## src/rtl/serial_adder_ctrl_pkg.sv

```systemverilog
// Shared definitions for the bit-serial adder sequencer: FSM state encoding,
// default operand width and the bit-counter width helper.
package serial_adder_ctrl_pkg;

    localparam int DEFAULT_WIDTH = 8;

    typedef enum logic [1:0] {
        ST_IDLE = 2'd0,
        ST_RUN  = 2'd1,
        ST_FIN  = 2'd2
    } state_t;

    // Bit counter must index 0..width-1; a 1-bit operand still needs a 1-bit counter.
    function automatic int cnt_width(input int width);
        return (width > 1) ? $clog2(width) : 1;
    endfunction

endpackage

```

## src/rtl/serial_adder_ctrl_fa.sv

```systemverilog
// Single full-adder bit cell, time-shared by the serial adder sequencer.
module serial_adder_ctrl_fa (
    input  logic x0,
    input  logic y0,
    input  logic c0,
    output logic s0,
    output logic c1
);

    assign s0 = x0 ^ y0 ^ c0;
    assign c1 = (x0 & y0) | (c0 & (x0 ^ y0));

endmodule

```

## src/rtl/serial_adder_ctrl.sv

```systemverilog
// Bit-serial adder sequencer: one full-adder cell walks a WIDTH-bit operand
// pair LSB first, one bit per clock, with a registered carry between bits.
// START/BUSY/DONE handshake; results are held until the next completion.
module serial_adder_ctrl
    import serial_adder_ctrl_pkg::*;
#(
    parameter int WIDTH = DEFAULT_WIDTH
) (
    input  logic             clk,
    input  logic             rst,
    input  logic             start,
    input  logic [WIDTH-1:0] a,
    input  logic [WIDTH-1:0] b,
    input  logic             cin,
    output logic             busy,
    output logic             done,
    output logic [WIDTH-1:0] sum,
    output logic             cout,
    output logic             ovf
);

    localparam int               CNT_W    = cnt_width(WIDTH);
    localparam logic [CNT_W-1:0] LAST_CNT = CNT_W'(WIDTH - 1);

    state_t           state;
    state_t           next_state;
    logic [WIDTH-1:0] ra;
    logic [WIDTH-1:0] rb;
    logic             cy;
    logic [CNT_W-1:0] cnt;
    logic             s;
    logic             c;
    logic [WIDTH-1:0] result;
    logic             last_bit;

    serial_adder_ctrl_fa u_fa (
        .x0 (ra[0]),
        .y0 (rb[0]),
        .c0 (cy),
        .s0 (s),
        .c1 (c)
    );

    assign last_bit = (state == ST_RUN) && (cnt == LAST_CNT);
    assign busy     = (state == ST_RUN);
    assign done     = (state == ST_FIN);

    // State register; reset wins over any start request on the same edge.
    always_ff @(posedge clk) begin
        if (rst) begin
            state <= ST_IDLE;
        end else begin
            state <= next_state;
        end
    end

    // Next-state decode: START is only honoured in IDLE or FIN, FIN lasts one cycle.
    always_comb begin
        next_state = state;
        case (state)
            ST_IDLE: if (start) next_state = ST_RUN;
            ST_RUN:  if (cnt == LAST_CNT) next_state = ST_FIN;
            ST_FIN:  next_state = start ? ST_RUN : ST_IDLE;
            default: next_state = ST_IDLE;
        endcase
    end

    // The partial-sum shift register only needs the WIDTH-1 bits that survive
    // into the final result; the newest bit comes straight from the adder cell.
    generate
        if (WIDTH == 1) begin : g_single
            assign result = s;
        end else begin : g_multi
            logic [WIDTH-2:0] hi;

            // Shift each new sum bit in from the top while running.
            always_ff @(posedge clk) begin
                if (rst) begin
                    hi <= '0;
                end else if (state == ST_RUN) begin
                    hi <= result[WIDTH-1:1];
                end
            end

            assign result = {s, hi};
        end
    endgenerate

    // Operand capture on accept, per-bit shifting and carry/counter update in
    // RUN, and result registers loaded only on the final bit.
    always_ff @(posedge clk) begin
        if (rst) begin
            ra   <= '0;
            rb   <= '0;
            cy   <= 1'b0;
            cnt  <= '0;
            sum  <= '0;
            cout <= 1'b0;
            ovf  <= 1'b0;
        end else begin
            case (state)
                ST_IDLE, ST_FIN: begin
                    if (start) begin
                        ra  <= a;
                        rb  <= b;
                        cy  <= cin;
                        cnt <= '0;
                    end
                end
                ST_RUN: begin
                    ra  <= ra >> 1;
                    rb  <= rb >> 1;
                    cy  <= c;
                    cnt <= cnt + CNT_W'(1);
                    if (last_bit) begin
                        sum  <= result;
                        cout <= c;
                        ovf  <= cy ^ c;
                    end
                end
                default: ;
            endcase
        end
    end

endmodule

```

## config.mk

```make
export PLATFORM = sky130hd
export DESIGN_NAME = serial_adder_ctrl
export DESIGN_NICKNAME = d
export VERILOG_FILES = /design/src/rtl/serial_adder_ctrl_pkg.sv /design/src/rtl/serial_adder_ctrl_fa.sv /design/src/rtl/serial_adder_ctrl.sv
export SDC_FILE = /design/constraint.sdc
export NUM_CORES = 1
export LEC_CHECK = 0
export CORE_MARGIN = 4
export CORE_UTILIZATION = 53
export CTS_CLUSTER_DIAMETER = 80
export DETAILED_ROUTE_END_ITERATION = 7
export PLACE_DENSITY = 0.8
export SKIP_LAST_GASP = 1
export SLEW_MARGIN = 10
export SYNTH_ARGS = -nofsm -noshare
export SYNTH_HDL_FRONTEND = slang
export SYNTH_SLANG_ARGS = --single-unit
```

## constraint.sdc

```tcl
create_clock -name clk -period 3.5 [get_ports clk]
set_input_delay 0.875 -clock clk [delete_from_list [all_inputs] [get_ports clk]]
set_output_delay 0.875 -clock clk [all_outputs]
set_load 0.05 [all_outputs]
```

# Word-level counts from Yosys, hierarchy flattened
# Cells that the tools add are included.
[word_totals]
input_bits = 20
reg_bits = 39
word_cells = 41
memories = 0
latch_bits = 0
out_inout_bits = 12
ramBits = 0
mem_bits_ro = 0
[classes]
shift = 0
n_mul = 0
reduce_logical = 7
eq_ne = 6
muxes = 12
order_cmp = 0
bitwise_logic = 6
n_addsub = 1
n_div = 0
[op_table]
columns = ["op", "count"]
rows = [
  ["$pmux W8 S2", 2],
  ["$mux W8", 2],
  ["$pmux W2 S3", 1],
  ["$pmux W3 S2", 1],
  ["$reduce_and A2 Y1", 3],
  ["$mux W2", 2],
  ["$ne A2 B2 Y1 const B", 2],
  ["$add A3 B1 Y3 const B", 1],
  ["$eq A3 B3 Y1 const B", 1],
  ["$mux W3", 1],
  ["$xor A1 B1 Y1", 3],
  ["$and A1 B1 Y1", 2],
  ["$eq A2 B1 Y1 const B", 1],
  ["$eq A2 B2 Y1 const B", 1],
  ["$logic_not A2 Y1", 1],
  ["$mux W1", 2],
  ["$ne A2 B1 Y1 const B", 1],
  ["$pmux W1 S2", 1],
  ["$reduce_bool A2 Y1", 1],
  ["$reduce_or A2 Y1", 1],
  ["$logic_and A1 B1 Y1", 1],
  ["$or A1 B1 Y1", 1],
]

# Depth between registers and ports, before layout
[depth]
depth_word = 4
mapped_depth = 6
mapped_depth_nobuf = 5

# Modules after synthesis
# Synthesis repeated with hierarchy kept, for this count alone.
[unflattened]
cells_unflattened = 193
area_unflattened_um2 = 1570.3
[by_module_without_submodules]
columns = ["mod", "area_each_um2", "n_inst", "cells_per_inst"]
rows = [
  ["serial_adder_ctrl", 1550.2, 1, 192],
  ["serial_adder_ctrl_fa", 20.0, 1, 1],
]

# Worst setup path before layout
# Ideal clock, no wire load.
[synth_timing]
path_kind = "register to output"
start = "register state[1]"
end = "output done"
required_time_ns = 2.625
path_stages_with_launch = 2
n_path_buf = 0
t_arrival_ns = 1.037
slack_ns = 1.588
cell_sequence = "dfxtp_1 -> nor2b_1"
[synth_between]
elab_chain_len = 1
[synth_lines]
columns = ["element", "line", "text"]
rows = [
  ["start, declared", "serial_adder_ctrl.sv:25", "state_t state;"],
  ["start signal, assigned", "serial_adder_ctrl.sv:53", "state <= next_state;"],
  ["$eq A2 B2 Y1", "serial_adder_ctrl.sv:46", "assign done = (state == ST_FIN);"],
  ["end, declared", "serial_adder_ctrl.sv:16", "output logic done,"],
]
# No other way between the ends.

# Worst setup path in the final report
# Ends and elaborated chain as after synthesis.

==> impl_summary.md <==
Detailed routing
The number of optimization iterations in the first detailed-route pass is 4. The DRC violation count after routing is 0. The first-iteration detailed-routing DRC count is roughly 110. The remaining antenna violation count is 0. In the final routed layout, each cell accounts on average for approximately 13 µm. Using the TritonRoute via totals, the vias-per-cell ratio works out to between 5 and 6.

Summing over every cut layer, the via total after detailed routing is approximately 1300. Summed over all layers, the routed wires come to 3.15 mm.

Setup path
The worst path required time is 2.62 ns. In this run the worst path has a maximum fanout of 4. The worst reg2reg path startpoint is state[0]. The worst path arrival time is between 1.5 and 2 ns. For flop-to-flop paths, the worst setup slack is 1.91 ns. The cell type of the slowest stage on the worst timing path is sky130_fd_sc_hd__clkdlybuf4s50_1. The worst register-to-register path has a depth of 3. The type of destination of the critical path is a primary output. On the worst path, the slowest cell contributes a delay of between 0.8 and 0.9 ns. The beginning of the critical path is state[1]. The setup path with the least slack is of type reg2out. The endpoint identified for the worst register-to-register timing path is rb[1].

The startpoint type of the worst setup path is a flop. Walking the worst path, the cells encountered are nor2b_1, clkdlybuf4s50_1.

Synthesis
Synthesis inferred 39 register bits. The synthesized area per cell is a little over 8 µm². For this run, the number of Yosys warnings is 0. Summing every instance area after synthesis gives 0.00157 mm². Yosys mapped the design onto 21 distinct sky130hd cell types. The portion of the post-synthesis area used by sequential elements is ~50%. The number of nets in the synthesized netlist is 216. In the synthesized netlist, the number of instances is 193.

Global route
Summed over all layers, the global routing overflow is 0. The largest net degree at the start of global routing is 44. The via count of the first global-routing pass is 1277.

The number of antenna violations at the first check in global routing was 0. Global routing used about 17% of the available tracks. The global-route wire length before repair is 5.43 mm.

STA
The worst-case headroom to the max-slew limit is between 40% and 50%. Setup repair after global routing left no endpoint under its margin. The final count of hold timing violations came to 0. The fmax is between 300 and 400 MHz. The final clock period utilization by the worst path is around 72%. The least setup slack across all paths after layout is slightly below 1 ns. The slew at the pin closest to its max-slew limit is about 0.75 ns. The number of max-slew violations in the final report is 0.

The smallest hold slack is approximately 0.46 ns. The post-route minimum period is between 2 and 3 ns. In the final timing run, aggregate negative setup slack is 0 ns. The total of endpoints with negative setup slack in the final report is 0. The post-route clock skew is around 0.0061 ns.

CTS
TritonCTS built the clock tree. The clock transition at the registers of the reported paths is 0.10 ns. The latest clock arrival within the worst-skew pair is approximately 0.33 ns.

The TritonCTS buffer count is 5. Buffers added to address setup during post-CTS repair amount to 0. No sink is reached through more buffers than the 2 on the longest clock path. The quantity of hold-fixing buffers added after cts is 0. The number of gates given a new drive strength after cts is 0. Clock tree synthesis found a total of 39 sinks. The number of H-tree levels is 2. In this run the clock root is driven by a sky130_fd_sc_hd__clkbuf_4.

Placement
Before CTS, the worst setup slack after placement is roughly 1.1 ns. Once placement finished, the instance area stood at 0.00185 mm². The count of buffers from port buffering is 31.

The global placement routability congestion is ~0.77. The HPWL after detailed placement is 2.30 mm. Counting tap cells, the placed design contains a total of approximately 240 instances.

Cells and area
The fraction of layout cells with a size suffix above 1 is 5.45%. The area growth from synthesis to layout is 21.7%. 0 antenna diodes ended up in the layout. The number of non-filler instances in the completed layout is around 250. At the end of the flow, the number of nets in the layout was 243. The final core utilization is approximately two thirds. Leaving out fill and tap cells, the most frequent cell in the layout is sky130_fd_sc_hd__nand2_1. The finished layout cell area is about 0.0019 mm². The library cells used most frequently in the layout, excluding fill and tap cells, are 66 x sky130_fd_sc_hd__nand2_1, 39 x sky130_fd_sc_hd__dfxtp_1, 30 x sky130_fd_sc_hd__clkdlybuf4s50_1.

Floorplan
The effective utilization at floorplan is approximately 56%. In this run the horizontal extent of the chip is roughly 62 µm. The floorplan has 19 rows.

The full die area is a little under 0.004 mm². The area of the core region is about 0.0028 mm². The floorplan step set the die height to around 62 µm. In this run the count of I/O pins placed on the die edge is 32.

Hold path
The tightest min-delay check is of the reg2reg type. The beginning of the worst hold path is sum[6]. The worst hold path terminates at sum[6]. The worst hold path passes through 2 cells.

Power and ir drop
The worst-case IR drop observed on VDD is 284 µV. The total power consumption of the routed design is between 800 and 900 µW. In this run the power density over the cells is 425 mW/mm². The leakage power summed over all cells is 0.702 nW.

Outcome
The flow ran to the end, and the final reports show no timing, DRC or antenna violations.

Job
Max-cap violations in this run came to 0.
## per-layer routing
| metal | vias to the layer above | wire length (µm) | track usage, % |
|---|---|---|---|
| met5 | - | 0 | 0 |
| met4 | 0 | 24 | 5.79 |
| met3 | 3 | 187 | 6.29 |
| met2 | 39 | 1570 | 29.2 |
| met1 | 608 | 1360 | 19.5 |
| li1 | 696 | - | - |
## synth_stat cells
| library cell | instances | share of area, % |
|---|---|---|
| sky130_fd_sc_hd__nand2_1 | 66 | 16 |
| sky130_fd_sc_hd__dfxtp_1 | 39 | 50 |
| sky130_fd_sc_hd__a21oi_1 | 21 | 6.7 |
| sky130_fd_sc_hd__nor2_1 | 18 | 4.3 |
| sky130_fd_sc_hd__a311oi_1 | 15 | 8.4 |
| sky130_fd_sc_hd__buf_4 | 6 | 2.9 |
| sky130_fd_sc_hd__buf_2 | 5 | 1.6 |
| sky130_fd_sc_hd__nand3_1 | 5 | 1.6 |
| sky130_fd_sc_hd__nand2b_1 | 3 | 1.2 |
| sky130_fd_sc_hd__clkbuf_1 | 2 | 0.48 |
| sky130_fd_sc_hd__ha_1 | 2 | 1.6 |
| sky130_fd_sc_hd__nor2b_1 | 2 | 0.80 |
| sky130_fd_sc_hd__a211oi_1 | 1 | 0.48 |
| sky130_fd_sc_hd__and3b_1 | 1 | 0.56 |
| sky130_fd_sc_hd__buf_1 | 1 | 0.24 |
| sky130_fd_sc_hd__buf_6 | 1 | 0.72 |
| sky130_fd_sc_hd__fa_1 | 1 | 1.3 |
| sky130_fd_sc_hd__inv_1 | 1 | 0.24 |
| sky130_fd_sc_hd__nand3b_1 | 1 | 0.48 |
| sky130_fd_sc_hd__o21a_1 | 1 | 0.48 |
| sky130_fd_sc_hd__xnor2_1 | 1 | 0.56 |
## worst max-delay path, delay by kind of cell, from the launching register on
family                 cells  cell delay [ns]
DFF                        1             0.35
buffers and inverters      1             0.82
and+or+nand+nor            1             0.15
## worst max-delay path by stage
stage	depth (start not counted)	endpoint	slack [ns]
finish	2	done	0.98
global placement	3	rb[6]	1.21
CTS	2	done	0.94
detailed placement	4	rb[2]	1.11
global route	2	done	0.88
floorplan	1	done	1.59
## sequential cells by signal (all words and copies together), names as in the netlist
signal,cells
rb,8
ovf,1
cnt,3
sum,8
cy,1
cout,1
state,2
ra,8
g_multi.hi,7
## cell type report
type,count,area (µm²)
Inverter,1,3.75
Tap cell,31,38.8
Clock buffer,6,51.3
Multi-Input combinational cell,138,693
Sequential cell,39,781
Fill cell,234,895
Clock inverter,1,5.00
Timing Repair Buffer,35,338
## power breakdown
| group | switching [mW] | internal, mW |
|---|---|---|
| clock | 0.132 | 0.0931 |
| sequential | 0.0142 | 0.466 |
| combinational | 0.0585 | 0.0481 |
| total | 0.204 | 0.607 |
## cells by family after synthesis
logic type | count (synthesis) | share of synthesized area, %
adder cells (fa/ha/maj) | 3 | 2.87
buffers and inverters | 16 | 6.13
AO/OA/AOI/OAI | 38 | 16.0
AND/OR/NAND/NOR | 96 | 24.7
flip-flops | 39 | 49.7
XOR/XNOR | 1 | 0.558
Power figures use the tool's default switching activity.
